<file path="config.mk">
export PLATFORM = sky130hd
export DESIGN_NAME = axi4_wb_drop_responder
export DESIGN_NICKNAME = d
export VERILOG_FILES = /design/src/rtl/rab_axi_pkg.sv /design/src/rtl/axi_buffer_rab.sv /design/src/rtl/axi4_wb_drop_responder.sv
export SDC_FILE = /design/constraint.sdc
export NUM_CORES = 1
export LEC_CHECK = 0
export ABC_AREA = 1
export CAP_MARGIN = 5
export CORE_MARGIN = 1.5
export CORE_UTILIZATION = 25
export DETAILED_ROUTE_END_ITERATION = 8
export GPL_ROUTABILITY_DRIVEN = 1
export PLACE_DENSITY = 0.49
export SYNTH_ARGS = -nofsm -noshare
export SYNTH_HDL_FRONTEND = slang
export SYNTH_SLANG_ARGS = --single-unit
</file>
<file path="constraint.sdc">
create_clock -name axi4_aclk -period 2.5 [get_ports axi4_aclk]
set_input_delay 0.5 -clock axi4_aclk [delete_from_list [all_inputs] [get_ports axi4_aclk]]
set_output_delay 0.5 -clock axi4_aclk [all_outputs]
set_load 0.03 [all_outputs]
</file>
<file path="src/rtl/rab_axi_pkg.sv">
// Shared types for the RAB write-drop path: response codes, W FSM states and
// the per-write decision attributes (the AWID travels next to this struct).
package rab_axi_pkg;

    localparam logic [1:0] RESP_OKAY   = 2'b00;
    localparam logic [1:0] RESP_SLVERR = 2'b10;

    typedef enum logic [1:0] {
        W_IDLE,
        W_FWD,
        W_DROP
    } w_state_e;

    typedef struct packed {
        logic drop;
        logic prefetch;
        logic hit;
    } rab_dec_t;

    // A dropped prefetch that still hit is answered benignly; all else errors.
    function automatic logic [1:0] drop_resp(input rab_dec_t dec);
        return (dec.prefetch && dec.hit) ? RESP_OKAY : RESP_SLVERR;
    endfunction

endpackage

</file>
<file path="src/rtl/axi_buffer_rab.sv">
// Valid/ready FIFO used for both the AW decision queue and the B inject queue.
module axi_buffer_rab #(
    parameter int unsigned DATA_WIDTH   = 8,
    parameter int unsigned BUFFER_DEPTH = 16
) (
    input  logic                  axi4_aclk,
    input  logic                  axi4_arstn,
    input  logic [DATA_WIDTH-1:0] data_i,
    input  logic                  valid_i,
    output logic                  ready_o,
    output logic [DATA_WIDTH-1:0] data_o,
    output logic                  valid_o,
    input  logic                  ready_i
);

    localparam int unsigned PTR_W = (BUFFER_DEPTH > 1) ? $clog2(BUFFER_DEPTH) : 1;
    localparam int unsigned CNT_W = $clog2(BUFFER_DEPTH + 1);
    localparam logic [PTR_W-1:0] PTR_LAST = PTR_W'(BUFFER_DEPTH - 1);
    localparam logic [CNT_W-1:0] CNT_FULL = CNT_W'(BUFFER_DEPTH);

    logic [DATA_WIDTH-1:0] mem_q [BUFFER_DEPTH];
    logic [PTR_W-1:0]      wr_ptr_q, wr_ptr_d;
    logic [PTR_W-1:0]      rd_ptr_q, rd_ptr_d;
    logic [CNT_W-1:0]      cnt_q, cnt_d;
    logic                  push, pop;

    assign ready_o = (cnt_q != CNT_FULL);
    assign valid_o = (cnt_q != '0);
    assign data_o  = mem_q[rd_ptr_q];
    assign push    = valid_i & ready_o;
    assign pop     = valid_o & ready_i;

    always_comb begin
        wr_ptr_d = wr_ptr_q;
        rd_ptr_d = rd_ptr_q;
        cnt_d    = cnt_q;
        if (push) begin
            wr_ptr_d = (wr_ptr_q == PTR_LAST) ? '0 : wr_ptr_q + PTR_W'(1);
        end
        if (pop) begin
            rd_ptr_d = (rd_ptr_q == PTR_LAST) ? '0 : rd_ptr_q + PTR_W'(1);
        end
        case ({push, pop})
            2'b10:   cnt_d = cnt_q + CNT_W'(1);
            2'b01:   cnt_d = cnt_q - CNT_W'(1);
            default: cnt_d = cnt_q;
        endcase
    end

    always_ff @(posedge axi4_aclk or negedge axi4_arstn) begin
        if (!axi4_arstn) begin
            wr_ptr_q <= '0;
            rd_ptr_q <= '0;
            cnt_q    <= '0;
        end else begin
            wr_ptr_q <= wr_ptr_d;
            rd_ptr_q <= rd_ptr_d;
            cnt_q    <= cnt_d;
        end
    end

    // Storage needs no reset: the count gates every read.
    always_ff @(posedge axi4_aclk) begin
        if (push) begin
            mem_q[wr_ptr_q] <= data_i;
        end
    end

endmodule

</file>
<file path="src/rtl/axi4_wb_drop_responder.sv">
// Sinks W beats of RAB-dropped writes and injects their B responses into the
// slave B channel, merged round-robin with B traffic from the master port.
//
// state  | meaning
// W_IDLE | waiting for a decision at the FIFO head; W stalled
// W_FWD  | passing the current burst through to the master port
// W_DROP | swallowing the current burst; B is queued on its last beat
module axi4_wb_drop_responder
    import rab_axi_pkg::*;
#(
    parameter int unsigned AXI_DATA_WIDTH = 32,
    parameter int unsigned AXI_ID_WIDTH   = 4,
    parameter int unsigned AXI_USER_WIDTH = 4,
    parameter int unsigned BUFFER_DEPTH   = 16
) (
    input  logic                        axi4_aclk,
    input  logic                        axi4_arstn,

    input  logic                        aw_valid_i,
    input  logic                        aw_drop_i,
    input  logic [AXI_ID_WIDTH-1:0]     aw_id_i,
    input  logic                        prefetch_i,
    input  logic                        hit_i,
    output logic                        aw_ready_o,
    output logic                        done_o,

    input  logic [AXI_DATA_WIDTH-1:0]   s_axi4_wdata,
    input  logic [AXI_DATA_WIDTH/8-1:0] s_axi4_wstrb,
    input  logic                        s_axi4_wlast,
    input  logic [AXI_USER_WIDTH-1:0]   s_axi4_wuser,
    input  logic                        s_axi4_wvalid,
    output logic                        s_axi4_wready,

    output logic [AXI_DATA_WIDTH-1:0]   m_axi4_wdata,
    output logic [AXI_DATA_WIDTH/8-1:0] m_axi4_wstrb,
    output logic                        m_axi4_wlast,
    output logic [AXI_USER_WIDTH-1:0]   m_axi4_wuser,
    output logic                        m_axi4_wvalid,
    input  logic                        m_axi4_wready,

    output logic [AXI_ID_WIDTH-1:0]     s_axi4_bid,
    output logic [1:0]                  s_axi4_bresp,
    output logic [AXI_USER_WIDTH-1:0]   s_axi4_buser,
    output logic                        s_axi4_bvalid,
    input  logic                        s_axi4_bready,

    input  logic [AXI_ID_WIDTH-1:0]     m_axi4_bid,
    input  logic [1:0]                  m_axi4_bresp,
    input  logic [AXI_USER_WIDTH-1:0]   m_axi4_buser,
    input  logic                        m_axi4_bvalid,
    output logic                        m_axi4_bready
);

    localparam int unsigned DEC_W = $bits(rab_dec_t) + AXI_ID_WIDTH;
    localparam int unsigned INJ_W = AXI_ID_WIDTH + 2;

    rab_dec_t                dec_in, dec_head;
    logic [AXI_ID_WIDTH-1:0] dec_head_id;
    logic [DEC_W-1:0]        dec_wdata, dec_rdata;
    logic                    dec_valid, dec_pop;

    logic [INJ_W-1:0]        inj_wdata, inj_rdata;
    logic                    inj_push, inj_ready, inj_valid, inj_pop;
    logic [AXI_ID_WIDTH-1:0] inj_id;
    logic [1:0]              inj_resp;

    w_state_e                state_q;
    logic                    w_hs, w_last_hs;

    logic                    gnt_inj;
    logic                    lock_q, lock_d;
    logic                    lock_gnt_q, lock_gnt_d;
    logic                    rr_inj_q, rr_inj_d;

    assign dec_in    = '{drop: aw_drop_i, prefetch: prefetch_i, hit: hit_i};
    assign dec_wdata = {dec_in, aw_id_i};
    assign {dec_head, dec_head_id} = dec_rdata;
    assign done_o    = aw_valid_i & aw_ready_o;

    axi_buffer_rab #(
        .DATA_WIDTH   (DEC_W),
        .BUFFER_DEPTH (BUFFER_DEPTH)
    ) u_dec_fifo (
        .axi4_aclk  (axi4_aclk),
        .axi4_arstn (axi4_arstn),
        .data_i     (dec_wdata),
        .valid_i    (aw_valid_i),
        .ready_o    (aw_ready_o),
        .data_o     (dec_rdata),
        .valid_o    (dec_valid),
        .ready_i    (dec_pop)
    );

    // W payload is always wired through; only the handshake is steered.
    assign m_axi4_wdata = s_axi4_wdata;
    assign m_axi4_wstrb = s_axi4_wstrb;
    assign m_axi4_wlast = s_axi4_wlast;
    assign m_axi4_wuser = s_axi4_wuser;

    always_comb begin
        s_axi4_wready = 1'b0;
        m_axi4_wvalid = 1'b0;
        case (state_q)
            W_FWD: begin
                m_axi4_wvalid = s_axi4_wvalid;
                s_axi4_wready = m_axi4_wready;
            end
            W_DROP:  s_axi4_wready = inj_ready;
            default: ;
        endcase
    end

    assign w_hs      = s_axi4_wvalid & s_axi4_wready;
    assign w_last_hs = w_hs & s_axi4_wlast;
    assign dec_pop   = w_last_hs;
    assign inj_push  = w_last_hs & (state_q == W_DROP);
    assign inj_wdata = {dec_head_id, drop_resp(dec_head)};

    always_ff @(posedge axi4_aclk or negedge axi4_arstn) begin
        if (!axi4_arstn) begin
            state_q <= W_IDLE;
        end else begin
            case (state_q)
                W_IDLE: begin
                    if (dec_valid) begin
                        state_q <= dec_head.drop ? W_DROP : W_FWD;
                    end
                end
                W_FWD, W_DROP: begin
                    if (w_last_hs) begin
                        state_q <= W_IDLE;
                    end
                end
                default: state_q <= W_IDLE;
            endcase
        end
    end

    axi_buffer_rab #(
        .DATA_WIDTH   (INJ_W),
        .BUFFER_DEPTH (BUFFER_DEPTH)
    ) u_inj_fifo (
        .axi4_aclk  (axi4_aclk),
        .axi4_arstn (axi4_arstn),
        .data_i     (inj_wdata),
        .valid_i    (inj_push),
        .ready_o    (inj_ready),
        .data_o     (inj_rdata),
        .valid_o    (inj_valid),
        .ready_i    (inj_pop)
    );

    assign {inj_id, inj_resp} = inj_rdata;

    // A presented B keeps its source until it is taken, so the payload is stable.
    always_comb begin
        if (lock_q) begin
            gnt_inj = lock_gnt_q;
        end else if (inj_valid && m_axi4_bvalid) begin
            gnt_inj = rr_inj_q;
        end else begin
            gnt_inj = inj_valid;
        end
        s_axi4_bvalid = gnt_inj ? inj_valid : m_axi4_bvalid;
        s_axi4_bid    = gnt_inj ? inj_id    : m_axi4_bid;
        s_axi4_bresp  = gnt_inj ? inj_resp  : m_axi4_bresp;
        s_axi4_buser  = gnt_inj ? '0        : m_axi4_buser;
        m_axi4_bready = s_axi4_bready & ~gnt_inj;
        inj_pop       = s_axi4_bready & gnt_inj;
        lock_d        = s_axi4_bvalid & ~s_axi4_bready;
        lock_gnt_d    = gnt_inj;
        rr_inj_d      = (s_axi4_bvalid && s_axi4_bready) ? ~gnt_inj : rr_inj_q;
    end

    always_ff @(posedge axi4_aclk or negedge axi4_arstn) begin
        if (!axi4_arstn) begin
            lock_q     <= 1'b0;
            lock_gnt_q <= 1'b0;
            rr_inj_q   <= 1'b1;
        end else begin
            lock_q     <= lock_d;
            lock_gnt_q <= lock_gnt_d;
            rr_inj_q   <= rr_inj_d;
        end
    end

endmodule

</file>
== After elaboration in Yosys (flattened, before gate mapping) ==
Memories as Yosys holds them, arrays and structs flattened.
Cells that the tools add are included.

* Register bits: 31
* Bits in writable memories: 208
* Bits of input ports: 65
* Output and inout bits: 57
* Word-level logic and storage cells: 79
* Memories: 2

* Add/subtract/negate cells: 8
* Equal/unequal tests: 14
* Multiplexer cells: 23
* Bitwise logic cells: 12
* Reductions and logical operators: 10

{| class="wikitable"
|+ Memories
! name !! words !! bits a word !! rd ports !! clocked after Yosys merged registers in !! write ports !! RTL line !! source
|-
| u_dec_fifo.mem_q || 16 || 7 || 1 || 0 || 1 || axi_buffer_rab.sv:21 || <nowiki>logic [DATA_WIDTH-1:0] mem_q [BUFFER_DEPTH];</nowiki>
|-
| u_inj_fifo.mem_q || 16 || 6 || 1 || 0 || 1 || axi_buffer_rab.sv:21 ||
|}

{| class="wikitable"
|+ Operators with widths
! kind !! count
|-
| 4-bit two-way mux || 6
|-
| 5-bit one-hot mux with 2 select lines || 2
|-
| 4-bit by 1-bit adder with 4-bit output, second input constant || 4
|-
| 4-bit equality test, second input constant || 4
|-
| 5-bit by 1-bit adder with 5-bit output, second input constant || 2
|-
| 1-bit AND || 10
|-
| 2-bit two-way mux || 5
|-
| 5-bit inequality test, second input constant || 2
|-
| 5-bit nonzero test || 2
|-
| 5-bit by 1-bit subtractor with 5-bit output, second input constant || 2
|-
| 1-bit two-way mux || 8
|-
| 2-bit by 1-bit equality test with 1-bit output, second input constant || 3
|-
| 2-bit equality test, second input constant || 3
|-
| 2-bit by 1-bit inequality test with 1-bit output, second input constant || 2
|-
| 2-bit one-hot mux with 2 select lines || 1
|-
| 2-bit nonzero test || 2
|-
| 1-bit logical AND || 3
|-
| 2-bit logical NOT || 1
|-
| 1-bit inverter || 2
|-
| 1-bit one-hot mux with 2 select lines || 1
|-
| 2-bit AND reduction || 1
|-
| 2-bit OR reduction || 1
|}

== Longest topological paths before layout ==
* Word-level depth: 8
* Depth in mapped cells: 15
* Depth with buffers taken out: 15

== Cells and area by module ==
Synthesis repeated with hierarchy kept, for this count alone.

* Cell total of the unflattened synthesis: 1265
* Area, all modules: 11654.9 µm²

{| class="wikitable"
|+ By module, submodules not included
! module !! instances !! cells each !! area an instance (µm²) !! sequential area each (µm²)
|-
| axi_buffer_rab (u_dec_fifo) || 1 || 603 || 5779.3 || 3688.5
|-
| axi_buffer_rab (u_inj_fifo) || 1 || 535 || 5073.6 || 3208.1
|-
| axi4_wb_drop_responder || 1 || 127 || 802.0 || 126.4
|}

== Worst setup path before layout ==
No wires, ideal clock.

* Path kind: reg2reg
* From: reg u_dec_fifo.cnt_q[1]
* To: reg u_dec_fifo.cnt_q[3]
* Library setup time: 126 ps
* Arrival: 2322 ps
* Data required time: 2374 ps
* Path slack: 52 ps
* Cell stages (with the launch flop): 13
* Path buffers: 0
* Period minus slack after synthesis: 2448 ps
* Cells stage by stage: dfrtp_1 -> nor2_1 -> nand4_1 -> nand2_1 -> ha_1 -> ha_1 -> nand2_1 -> inv_1 -> o21ai_0 -> nand2_1 -> or2_2 -> nand3_1 -> o21ai_0

* Cells in the longest elaborated chain, start to end: 4
* Elaborated cells on any way between the ends: 10
* Those cells by class: 2 x add/sub; 3 x eq/ne; 1 x mux; 2 x bitwise; 2 x reduce/logical

{| class="wikitable"
|+ RTL lines
! element !! RTL line !! source
|-
| start, declared || axi_buffer_rab.sv:24 || <nowiki>logic [CNT_W-1:0] cnt_q, cnt_d;</nowiki>
|-
| start signal, assigned || axi_buffer_rab.sv:58 || <nowiki>cnt_q <= cnt_d;</nowiki>
|-
| 5-bit inequality test (*) || axi_buffer_rab.sv:27 || <nowiki>assign ready_o = (cnt_q != CNT_FULL);</nowiki>
|-
| via aw_ready_o || axi4_wb_drop_responder.sv:24 || <nowiki>output logic aw_ready_o,</nowiki>
|-
| 1-bit AND (*) || axi_buffer_rab.sv:30 || <nowiki>assign push = valid_i & ready_o;</nowiki>
|-
| 2-bit by 1-bit equality test with 1-bit output / 2-bit equality test (equally long branches) || axi_buffer_rab.sv:43 || <nowiki>case ({push, pop})</nowiki>
|-
| 5-bit one-hot mux with 2 select lines / 2-bit nonzero test (equally long branches) || - ||
|}

The timed path passes the listed nets; every way through them passes the cells marked *.
A chain may end at the register's enable or synchronous reset.

== Worst setup path after layout ==
* From: reg u_inj_fifo.rd_ptr_q[0]
* To: out s_axi4_bid[1]

* Cells in the longest elaborated chain, start to end: 2

{| class="wikitable"
|+ RTL lines
! element !! RTL line !! source
|-
| start, declared || axi_buffer_rab.sv:23 || <nowiki>logic [PTR_W-1:0] rd_ptr_q, rd_ptr_d;</nowiki>
|-
| start signal, assigned || axi_buffer_rab.sv:57 || <nowiki>rd_ptr_q <= rd_ptr_d;</nowiki>
|-
| memory 16 x 6 bit || - ||
|-
| 4-bit two-way mux || axi4_wb_drop_responder.sv:165 || <nowiki>s_axi4_bid = gnt_inj ? inj_id : m_axi4_bid;</nowiki>
|-
| end, declared || axi4_wb_drop_responder.sv:41 || <nowiki>output logic [AXI_ID_WIDTH-1:0] s_axi4_bid,</nowiki>
|}

No other way between the ends.

==> metrics <==
most common cell after layout, fill and taps aside=edfxtp_1; Worst setup SP type=flop; vias=6584; crit-path cells=buf_6 -> nor2_1 -> nor2_1 -> o21ai_1 -> nand3_1 -> nand3_1 -> nand2_1 -> nand2_1 -> nand2_1 -> buf_4; DR DRC count=0; GRT Total Usage=11.3%; vias in the first global route=6478; Synth Cell Area=0.00999 mm²; final setup fails=0; Avg WL per Cell=15.2 µm; Post-CTS Hold Buffers=0; synthesized instance count=907; die height=203 µm; Die ar.=0.0412 mm²; antenna-violating nets left=0; worst path required time=2.00 ns; gpl congestion=0.764; clock power share=24.1%; cell depth of the worst setup path=10; gr ovfl total=0; Post-synth EDFFs=192; switching part of the total power=37.0%; clock sink count=223; setup TNS=0 ns; Worst-path clk slew=0.06 ns; Peak Freq=405 MHz; antenna fix cells=0; TritonCTS clock tree=yes; synthesized net count=995; Ys Warns=0; PortBufs=41; Final Hold Vio Count=0; HPWL after DPL=15200 µm; critical path's largest stage delay=0.45 ns; Starting Density=25.3%; P_int=8.65 mW; slowest cell on the critical path=dfrtp_2; Fin Hold WS=0.0576 ns; fin crit period=2.47 ns; R2R setup slack=0.15 ns; Synth Area per Inst=11.0 µm²; Comb pwr share=38.5%; Switching Power=5.08 mW; I/O pins=122; Seq cells post-synth=223; Setup Skew=0.0239 ns; Worst-Margin Slew=0.794 ns; Leak=4.64 nW; total of max-cap violations=0; row cnt=73; Final WS setup=0.0309 ns; final WL=23300 µm; Max Slew Vio Count=0; crit path DAT=1.97 ns; clock root buffer=clkbuf_16; H-tree depth=1; Reg power frac=37.5%; largest net degree at the start of global routing=59; global-route wire length before repair=36700 µm; placed insts=1476; Clock Latency Late Sink=0.52 ns; sequential fraction of the synthesis area=65.5%; critical path type=reg -> out; Area growth, synth to finish=21.4%; Peak VDD IR=0.514 mV; total power=13.7 mW; maximum root-to-sink buffer count=3; crit share post-route=98.8%; final instance count without filler cells=1531; power per cell area=1130 mW/mm²; RSZ-0062 raised after global routing=true; core area=0.0395 mm²; Top Family by Delay on Critical Path=simple AND/OR/NAND/NOR gates; nets@finish=1077; post-synth cell types=33; CTS buffer count=24; width of the chip=203 µm; status=finished, final reports clean; Rel. slew slack=47.1%; worst-path fanout max=18; Setup crit end kind=output port; most frequent cells in the layout=edfxtp_1, nor2_1, nand2_1; initial DRC count=414; Top FF cell, synth=edfxtp_1; Synth async-reset ratio=13.9%; most used cell, CP=nand2_1; WP buf/inv=2; layout cells sized above 1=18.2%; Hold WC Path Type=in -> async; R2R cell count=15; Vias/cell=4.30; drt pass-1 iters=4; pre-CTS WS=-0.328 ns; number of antenna violations at the first check in global routing=0
[timing repair]
item | in CTS | in global routing
pin swaps | 2 | 7
gates cloned | 0 | 0
gates resized for setup | 25 | 28
setup endpoints to repair | 12 | 17
buffers inserted | 4 | 8
[synthesized netlist by cell type, types with 2 or more instances]
cell | number | area share, %
nand3_1 | 68 | 3.4
inv_2 | 6 | 0.23
nor2_4 | 2 | 0.23
nand2_1 | 137 | 5.1
o21ai_1 | 5 | 0.25
o22ai_1 | 4 | 0.25
dfrtp_1 | 30 | 7.5
o2111ai_1 | 4 | 0.35
nor2_1 | 162 | 6.1
clkbuf_1 | 8 | 0.30
xor2_1 | 8 | 0.70
nor2_2 | 2 | 0.13
edfxtp_1 | 192 | 58
buf_4 | 46 | 3.5
ha_1 | 21 | 2.6
xnor2_1 | 4 | 0.35
a21oi_1 | 18 | 0.90
nand2_2 | 6 | 0.38
or2_2 | 3 | 0.19
inv_1 | 54 | 2.0
buf_2 | 18 | 0.90
fa_1 | 2 | 0.40
o211ai_1 | 21 | 1.6
o21ai_0 | 77 | 3.9
[layer usage]
metal | GRT usage, % | up-vias | part of all wire [%]
met3 | 1.80 | 43 | 4.5
met1 | 15.3 | 3173 | 46
met5 | 0 | - | 0
li1 | - | 3234 | -
met4 | 3.04 | 0 | 2.1
met2 | 18.8 | 134 | 47
[power groups by stage]
stage | Sequential, mW | Combinational [mW] | Clock [mW]
floorplan | 5.14 | 3.26 | 0
global placement | 5.20 | 4.95 | 0
detailed placement | 5.20 | 4.96 | 0
CTS | 5.14 | 5.16 | 3.40
global route | 5.19 | 5.93 | 3.56
finish | 5.14 | 5.28 | 3.31
[worst paths after layout]
check	startpoint	to
min	axi4_arstn	u_dec_fifo.cnt_q[4]
max	u_inj_fifo.rd_ptr_q[0]	s_axi4_bid[1]
max reg2reg	state_q[1]	u_dec_fifo.cnt_q[4]
min reg2reg	rr_inj_q	rr_inj_q
min in group axi4_aclk	rr_inj_q	rr_inj_q
max in group asynchronous	axi4_arstn	u_inj_fifo.rd_ptr_q[1]
[through the flow]
step | util [%] | cell area, µm²
after CTS | 30.3 | 12000
after global routing | 30.7 | 12100
after detailed placement | 28.2 | 11100
final | 30.7 | 12100
after floorplan | - | 9990
after global placement | 28.2 | 11100
[worst register-to-register path, cell delays in order, from the launching register on]
cell and delay [ns]:
dfrtp_1 0.40, buf_4 0.14, ha_1 0.17, nand2_2 0.09
nand2_1 0.08, nand3_2 0.08, nor2_2 0.05, ha_2 0.21
buf_4 0.13, fa_1 0.37, nand2_1 0.10, nand2_1 0.07
a21oi_2 0.13, xor2_1 0.15, nand2_1 0.06, nand2_1 0.05
[kinds of logic (layout without fill, tap and decap cells)]
kind of cell,Yosys count,in the layout,share of synthesized area (%)
and+or+nand+nor,384,384,15.9
DFF,223,223,65.5
buffers and inverters,134,233,7.06
AOI/OAI and AO/OA,131,131,7.46
adders and majority gates,23,23,3.03
xor gates and xnor gates,12,12,1.05
[flip-flops by register name, summed over array words and instances, names as in the netlist]
name / cells
u_inj_fifo.cnt_q: 5
u_dec_fifo.cnt_q: 5
lock_gnt_q: 1
rr_inj_q: 1
state_q: 2
u_inj_fifo.mem_q: 80
u_dec_fifo.rd_ptr_q: 4
u_dec_fifo.wr_ptr_q: 4
u_inj_fifo.rd_ptr_q: 4
lock_q: 1
u_dec_fifo.mem_q: 112
u_inj_fifo.wr_ptr_q: 4
[area by class of cell]
class	count	area, µm²
Clock buffer	30	623
Inverter	60	231
Timing Repair Buffer	130	1140
Multi-Input combinational cell	550	2820
Sequential cell	223	6550
Fill cell	4022	27400
Tap cell	525	657
Clock inverter	13	109
No activity file was read; power rests on OpenSTA's default activity.
